[src/rtl/button_conditioner_if.sv]
// Push-button conditioning bus: raw pin inputs in, clean levels, edge pulses
// and the stretched CPU reset out.
interface button_conditioner_if #(
   parameter int NUM_BUTTONS = 5
);
   logic [NUM_BUTTONS-1:0] buttons_raw;
   logic [NUM_BUTTONS-1:0] buttons_level;
   logic [NUM_BUTTONS-1:0] buttons_pressed;
   logic [NUM_BUTTONS-1:0] buttons_released;
   logic                   sys_reset;

   modport master (
      output buttons_raw,
      input  buttons_level,
      input  buttons_pressed,
      input  buttons_released,
      input  sys_reset
   );

   modport slave (
      input  buttons_raw,
      output buttons_level,
      output buttons_pressed,
      output buttons_released,
      output sys_reset
   );
endinterface

[src/rtl/button_conditioner.sv]
// Synchronises and debounces the board push-buttons, emits press/release
// pulses, and stretches a CPU reset that one button can re-trigger.
module button_conditioner #(
   parameter int NUM_BUTTONS     = 5,
   parameter int DEBOUNCE_CYCLES = 16,
   parameter int RESET_BUTTON    = 0,
   parameter int RESET_HOLD      = 8
) (
   input  logic                 clk,
   input  logic                 reset,
   button_conditioner_if.slave  bus
);

   localparam int CNT_W  = $clog2(DEBOUNCE_CYCLES);
   localparam int HOLD_W = (RESET_HOLD > 1) ? $clog2(RESET_HOLD) : 1;
   localparam logic [CNT_W-1:0]  CNT_LAST  = CNT_W'(DEBOUNCE_CYCLES - 1);
   localparam logic [HOLD_W-1:0] HOLD_LAST = HOLD_W'(RESET_HOLD - 1);

   logic [NUM_BUTTONS-1:0]            sync1_q, sync1_d;
   logic [NUM_BUTTONS-1:0]            sync2_q, sync2_d;
   logic [NUM_BUTTONS-1:0][CNT_W-1:0] cnt_q, cnt_d;
   logic [NUM_BUTTONS-1:0]            level_q, level_d;
   logic [NUM_BUTTONS-1:0]            pressed_q, pressed_d;
   logic [NUM_BUTTONS-1:0]            released_q, released_d;
   logic [HOLD_W-1:0]                 hold_cnt_q, hold_cnt_d;
   logic                              sys_reset_q, sys_reset_d;

   always_comb begin
      sync1_d    = bus.buttons_raw;
      sync2_d    = sync1_q;
      cnt_d      = cnt_q;
      level_d    = level_q;
      pressed_d  = '0;
      released_d = '0;
      for (int i = 0; i < NUM_BUTTONS; i++) begin
         // A level flips only after DEBOUNCE_CYCLES back-to-back mismatches;
         // any agreeing edge drops the partial count.
         if (sync2_q[i] != level_q[i]) begin
            if (cnt_q[i] == CNT_LAST) begin
               level_d[i]    = ~level_q[i];
               cnt_d[i]      = '0;
               pressed_d[i]  = ~level_q[i];
               released_d[i] = level_q[i];
            end else begin
               cnt_d[i] = cnt_q[i] + CNT_W'(1);
            end
         end else begin
            cnt_d[i] = '0;
         end
      end
   end

   always_comb begin
      hold_cnt_d  = hold_cnt_q;
      sys_reset_d = sys_reset_q;
      // A fresh press restarts the hold window rather than extending it.
      if (pressed_q[RESET_BUTTON]) begin
         sys_reset_d = 1'b1;
         hold_cnt_d  = '0;
      end else if (sys_reset_q) begin
         if (hold_cnt_q == HOLD_LAST) begin
            sys_reset_d = 1'b0;
            hold_cnt_d  = '0;
         end else begin
            hold_cnt_d = hold_cnt_q + HOLD_W'(1);
         end
      end
   end

   always_ff @(posedge clk or posedge reset) begin
      if (reset) begin
         sync1_q     <= '0;
         sync2_q     <= '0;
         cnt_q       <= '0;
         level_q     <= '0;
         pressed_q   <= '0;
         released_q  <= '0;
         hold_cnt_q  <= '0;
         sys_reset_q <= 1'b1;
      end else begin
         sync1_q     <= sync1_d;
         sync2_q     <= sync2_d;
         cnt_q       <= cnt_d;
         level_q     <= level_d;
         pressed_q   <= pressed_d;
         released_q  <= released_d;
         hold_cnt_q  <= hold_cnt_d;
         sys_reset_q <= sys_reset_d;
      end
   end

   assign bus.buttons_level    = level_q;
   assign bus.buttons_pressed  = pressed_q;
   assign bus.buttons_released = released_q;
   assign bus.sys_reset        = sys_reset_q;

endmodule

[src/flat_wrapper.sv]
// flat-port wrapper written by rule: the top's interface ports become plain ports
module button_conditioner_flat 
#(
   parameter int NUM_BUTTONS     = 5,
   parameter int DEBOUNCE_CYCLES = 16,
   parameter int RESET_BUTTON    = 0,
   parameter int RESET_HOLD      = 8
)
  (clk, reset, bus_buttons_raw, bus_buttons_level, bus_buttons_pressed, bus_buttons_released, bus_sys_reset);
  button_conditioner_if #(.NUM_BUTTONS(NUM_BUTTONS)) bus_i ();
  input  logic clk;
  input  logic reset;
  input wire logic [$bits(bus_i.buttons_raw)-1:0] bus_buttons_raw;
  output wire logic [$bits(bus_i.buttons_level)-1:0] bus_buttons_level;
  output wire logic [$bits(bus_i.buttons_pressed)-1:0] bus_buttons_pressed;
  output wire logic [$bits(bus_i.buttons_released)-1:0] bus_buttons_released;
  output wire logic [$bits(bus_i.sys_reset)-1:0] bus_sys_reset;
  assign bus_i.buttons_raw = bus_buttons_raw;
  assign bus_buttons_level = bus_i.buttons_level;
  assign bus_buttons_pressed = bus_i.buttons_pressed;
  assign bus_buttons_released = bus_i.buttons_released;
  assign bus_sys_reset = bus_i.sys_reset;
  button_conditioner #(.NUM_BUTTONS(NUM_BUTTONS), .DEBOUNCE_CYCLES(DEBOUNCE_CYCLES), .RESET_BUTTON(RESET_BUTTON), .RESET_HOLD(RESET_HOLD)) u_core (.clk(clk), .reset(reset), .bus(bus_i));
endmodule
[config.mk]
export PLATFORM = sky130hd
export DESIGN_NAME = button_conditioner_flat
export DESIGN_NICKNAME = d
export VERILOG_FILES = /design/src/rtl/button_conditioner_if.sv /design/src/rtl/button_conditioner.sv /design/src/flat_wrapper.sv
export SDC_FILE = /design/constraint.sdc
export NUM_CORES = 1
export LEC_CHECK = 0
export CAP_MARGIN = 20
export CORE_MARGIN = 2
export CORE_UTILIZATION = 60
export DETAILED_ROUTE_END_ITERATION = 8
export DONT_BUFFER_PORTS = 1
export PLACE_DENSITY = 0.76
export SLEW_MARGIN = 10
export SYNTH_ARGS = -nofsm -noshare
export SYNTH_HDL_FRONTEND = slang
export SYNTH_SLANG_ARGS = --single-unit
[constraint.sdc]
create_clock -name clk -period 3.1 [get_ports clk]
set_input_delay 0.62 -clock clk [delete_from_list [all_inputs] [get_ports clk]]
set_output_delay 0.62 -clock clk [all_outputs]
set_load 0.1 [all_outputs]
==> metrics.txt <==
Sinks on Clock Net=a little under 50; initial antenna violation count=0; Starting Density=a little over three fifths; crit path max fanout=5; worst skew pair latency=roughly 0.36 ns; largest area contributor in the netlist=dfrtp_1; Reg2Reg Depth=2; final wirelength=roughly 2.6 mm; most common cell in the netlist=dfrtp_1; Reg clk slew, reported paths=about 0.12 ns; Final Max Tran Viols=0; Vias=a little over 1000; WP depth=0; port bufs=0; Synth Cell Area=around 1900 µm²; syn_area_per_cell=roughly 14 µm²; Worst VDD drop=~0.00025 V; top-area cell type share of the netlist area=between 60% and 70%; hold crit path type=input pin to asynchronous set/reset pin; drt drc=0; Least-Margin Pin Slew=1.000 ns; Die Y=60.56 µm; post-route cell area=just over 2000 µm²; Setup Skew=around 0.0037 ns; dpl hpwl=between 1.5 and 2 mm; root buffer cell=clkbuf_4; # hold bufs at CTS=0; Most used DFF post-synth=dfrtp_1; FP Rows=20; TritonCTS clock tree=done; Die W=a little over 60 µm; final hold viol count=0; Core Area=roughly 3100 µm²; CP startpoint kind=register; # diodes=0; asr flop ratio synth=100.0%; Via-to-Cell Ratio=5.354; Setup Fix Bufs, Post-CTS=0; clock tree buffer depth=2; Worst Path Required=roughly 2.5 ns; max cap viols=0; met3 Usage GRT=7.249%; #FFs+latches synth=approximately 50; largest net degree at the start of global routing=50; Synth Instances=roughly 140; met1 Track Usage GR=between 10% and 20%; Global Route Usage Sum=17.17%; synth top area cells=dfrtp_1, ha_1, xnor2_1; Max Clock Freq=around 500 MHz; RSZ-0062 raised after global routing=false; Die ar.=about 3700 µm²; Reg-to-Reg Start=u_core.bus.buttons_level[1]$_DFFE_PP0P_; Tmin final=1.999 ns; post-synthesis net count=150; WL/cell=13.65 µm; busiest grt layer=met2; Distinct cells, synth=19; fraction of layout cells with a size suffix above 1=between 10% and 20%; yosys warns=0; # setup viols final=0; Fin Setup TNS=0 ns; First-pass DRT Iterations=4; fin nets=about 160; Pleak=0.9146 nW; I/O pin count=23; Critical Path AT=between 1 and 1.5 ns; R2R setup slack=approximately 1.5 ns; Placed Instance Area=between 1500 and 2000 µm²; Slew headroom=33.32%; Post-synth EDFFs=0; number of global-route vias before repair=~1000; initial drt markers=37; top post-synthesis cells by count=dfrtp_1, a21oi_1, nor3b_1, xnor2_1, ha_1; # resized after CTS=0; CTS Buf Count=5; GPL Wtd Cong=between 0.6 and 0.7; Worst Setup End Kind=output pin; GRT Residual Overflow=0; pwr dens=about 500 nW/µm²; WS Path Type=register to output pin; Final Cycle Share=between 60% and 70%; Area growth, synth to finish=6.975%; status=complete, no violations; antenna viol nets, final=0; H-tree Lvls=2; post-synthesis sequential area ratio=between 60% and 70%; Fill cells=234; met2 Use GR=around 28%; first-pass GRT wire length=between 4 and 5 mm; reg2reg end=u_core.cnt_q[7]$_DFF_PP0_
-- cells by family (layout without fill, tap and decap cells) --
group	Yosys count	in the layout	share of synthesized area (%)
AOI/OAI and AO/OA	16	16	4.172
xor gates and xnor gates	10	10	4.563
adders and majority gates	7	7	4.563
buffers and inverters	6	15	1.173
DFF	49	49	63.95
muxes	7	7	5.019
and+or+nand+nor	41	41	16.56
-- worst register-to-register path: stages, from the launching register on --
cell and delay, ns:
dfrtp_1 1.02, xnor2_1 0.32, a21oi_1 0.21
-- state kept, by name, indices dropped and copies added (netlist names) --
signal                       cells
u_core.cnt_q                    20
u_core.sync1_q                   5
u_core.bus.buttons_pressed       5
u_core.bus.sys_reset             1
u_core.bus.buttons_released      5
u_core.hold_cnt_q                3
u_core.sync2_q                   5
u_core.bus.buttons_level         5
-- routing by layer --
layer	share of wire [%]	routed length [µm]
met5	0	0
met4	2.3	60
met3	4.3	111
met2	51	1310
met1	43	1097
-- worst max path at each step --
| stage | from | to | slack, ns |
|---|---|---|---|
| CTS | u_core.bus.buttons_level[1]$_DFFE_PP0P_ | bus_buttons_level[1] | 1.07 |
| global route | u_core.bus.buttons_level[1]$_DFFE_PP0P_ | bus_buttons_level[1] | 1.01 |
| detailed placement | u_core.bus.buttons_level[1]$_DFFE_PP0P_ | u_core.cnt_q[7]$_DFF_PP0_ | 1.48 |
| global placement | u_core.bus.buttons_pressed[0]$_DFF_PP0_ | bus_buttons_pressed[0] | 1.51 |
| floorplan | reset | u_core.bus.buttons_level[0]$_DFFE_PP0P_ | 1.31 |
| finish | u_core.bus.buttons_level[1]$_DFFE_PP0P_ | bus_buttons_level[1] | 1.10 |
-- per-stage QoR --
stage          std cells  power (mW)  utilization (%)  hold WS, ns  setup slack [ns]
6_report             189       1.006            67.25       0.1711             1.101
5_1_grt              189       1.075            67.25       0.1672             1.010
4_1_cts              188       1.021            66.35       0.2490             1.068
3_5_place_dp         180      0.7517            64.67       0.3355             1.481
3_3_place_gp         180      0.7463            64.67       0.3338             1.511
2_1_floorplan        136      0.7372                -       0.3312             1.309
-- power by group --
part | total, mW | internal [mW] | switching (mW)
logic | 0.0571 | 0.0271 | 0.0300
clock network | 0.264 | 0.0866 | 0.177
registers | 0.685 | 0.662 | 0.0233
total | 1.01 | 0.775 | 0.231
-- cell usage in the layout (no fill, tap or decap) --
cell / netlist / layout
a21oi_1: 11 / 11
buf_16: 0 / 1
clkbuf_1: 0 / 1
clkbuf_4: 0 / 5
clkinv_2: 0 / 2
dfrtp_1: 48 / 48
dfstp_2: 1 / 1
ha_1: 7 / 7
inv_1: 6 / 5
inv_2: 0 / 1
mux2_2: 1 / 1
mux2_4: 5 / 5
mux2i_1: 1 / 1
nand2b_1: 3 / 3
nand3_2: 5 / 5
nand3b_1: 1 / 1
nand4b_1: 5 / 5
nor2_1: 6 / 6
nor2_2: 1 / 1
nor2b_1: 5 / 5
nor3b_1: 10 / 10
nor3b_2: 5 / 5
o21ai_0: 5 / 5
xnor2_1: 10 / 10
-- final cells by class --
class                      count  area (µm²)  area share, %
timing repair buffer           1       27.53          1.341
clock inverter                 2       10.01         0.4875
sequential                    49        1227          59.78
clock buffer                   6       41.29          2.011
inverter                       6       22.52          1.097
tap                           44       55.05          2.681
multi-input combinational     81       669.4          32.60
Power figures use the tool's default switching activity.
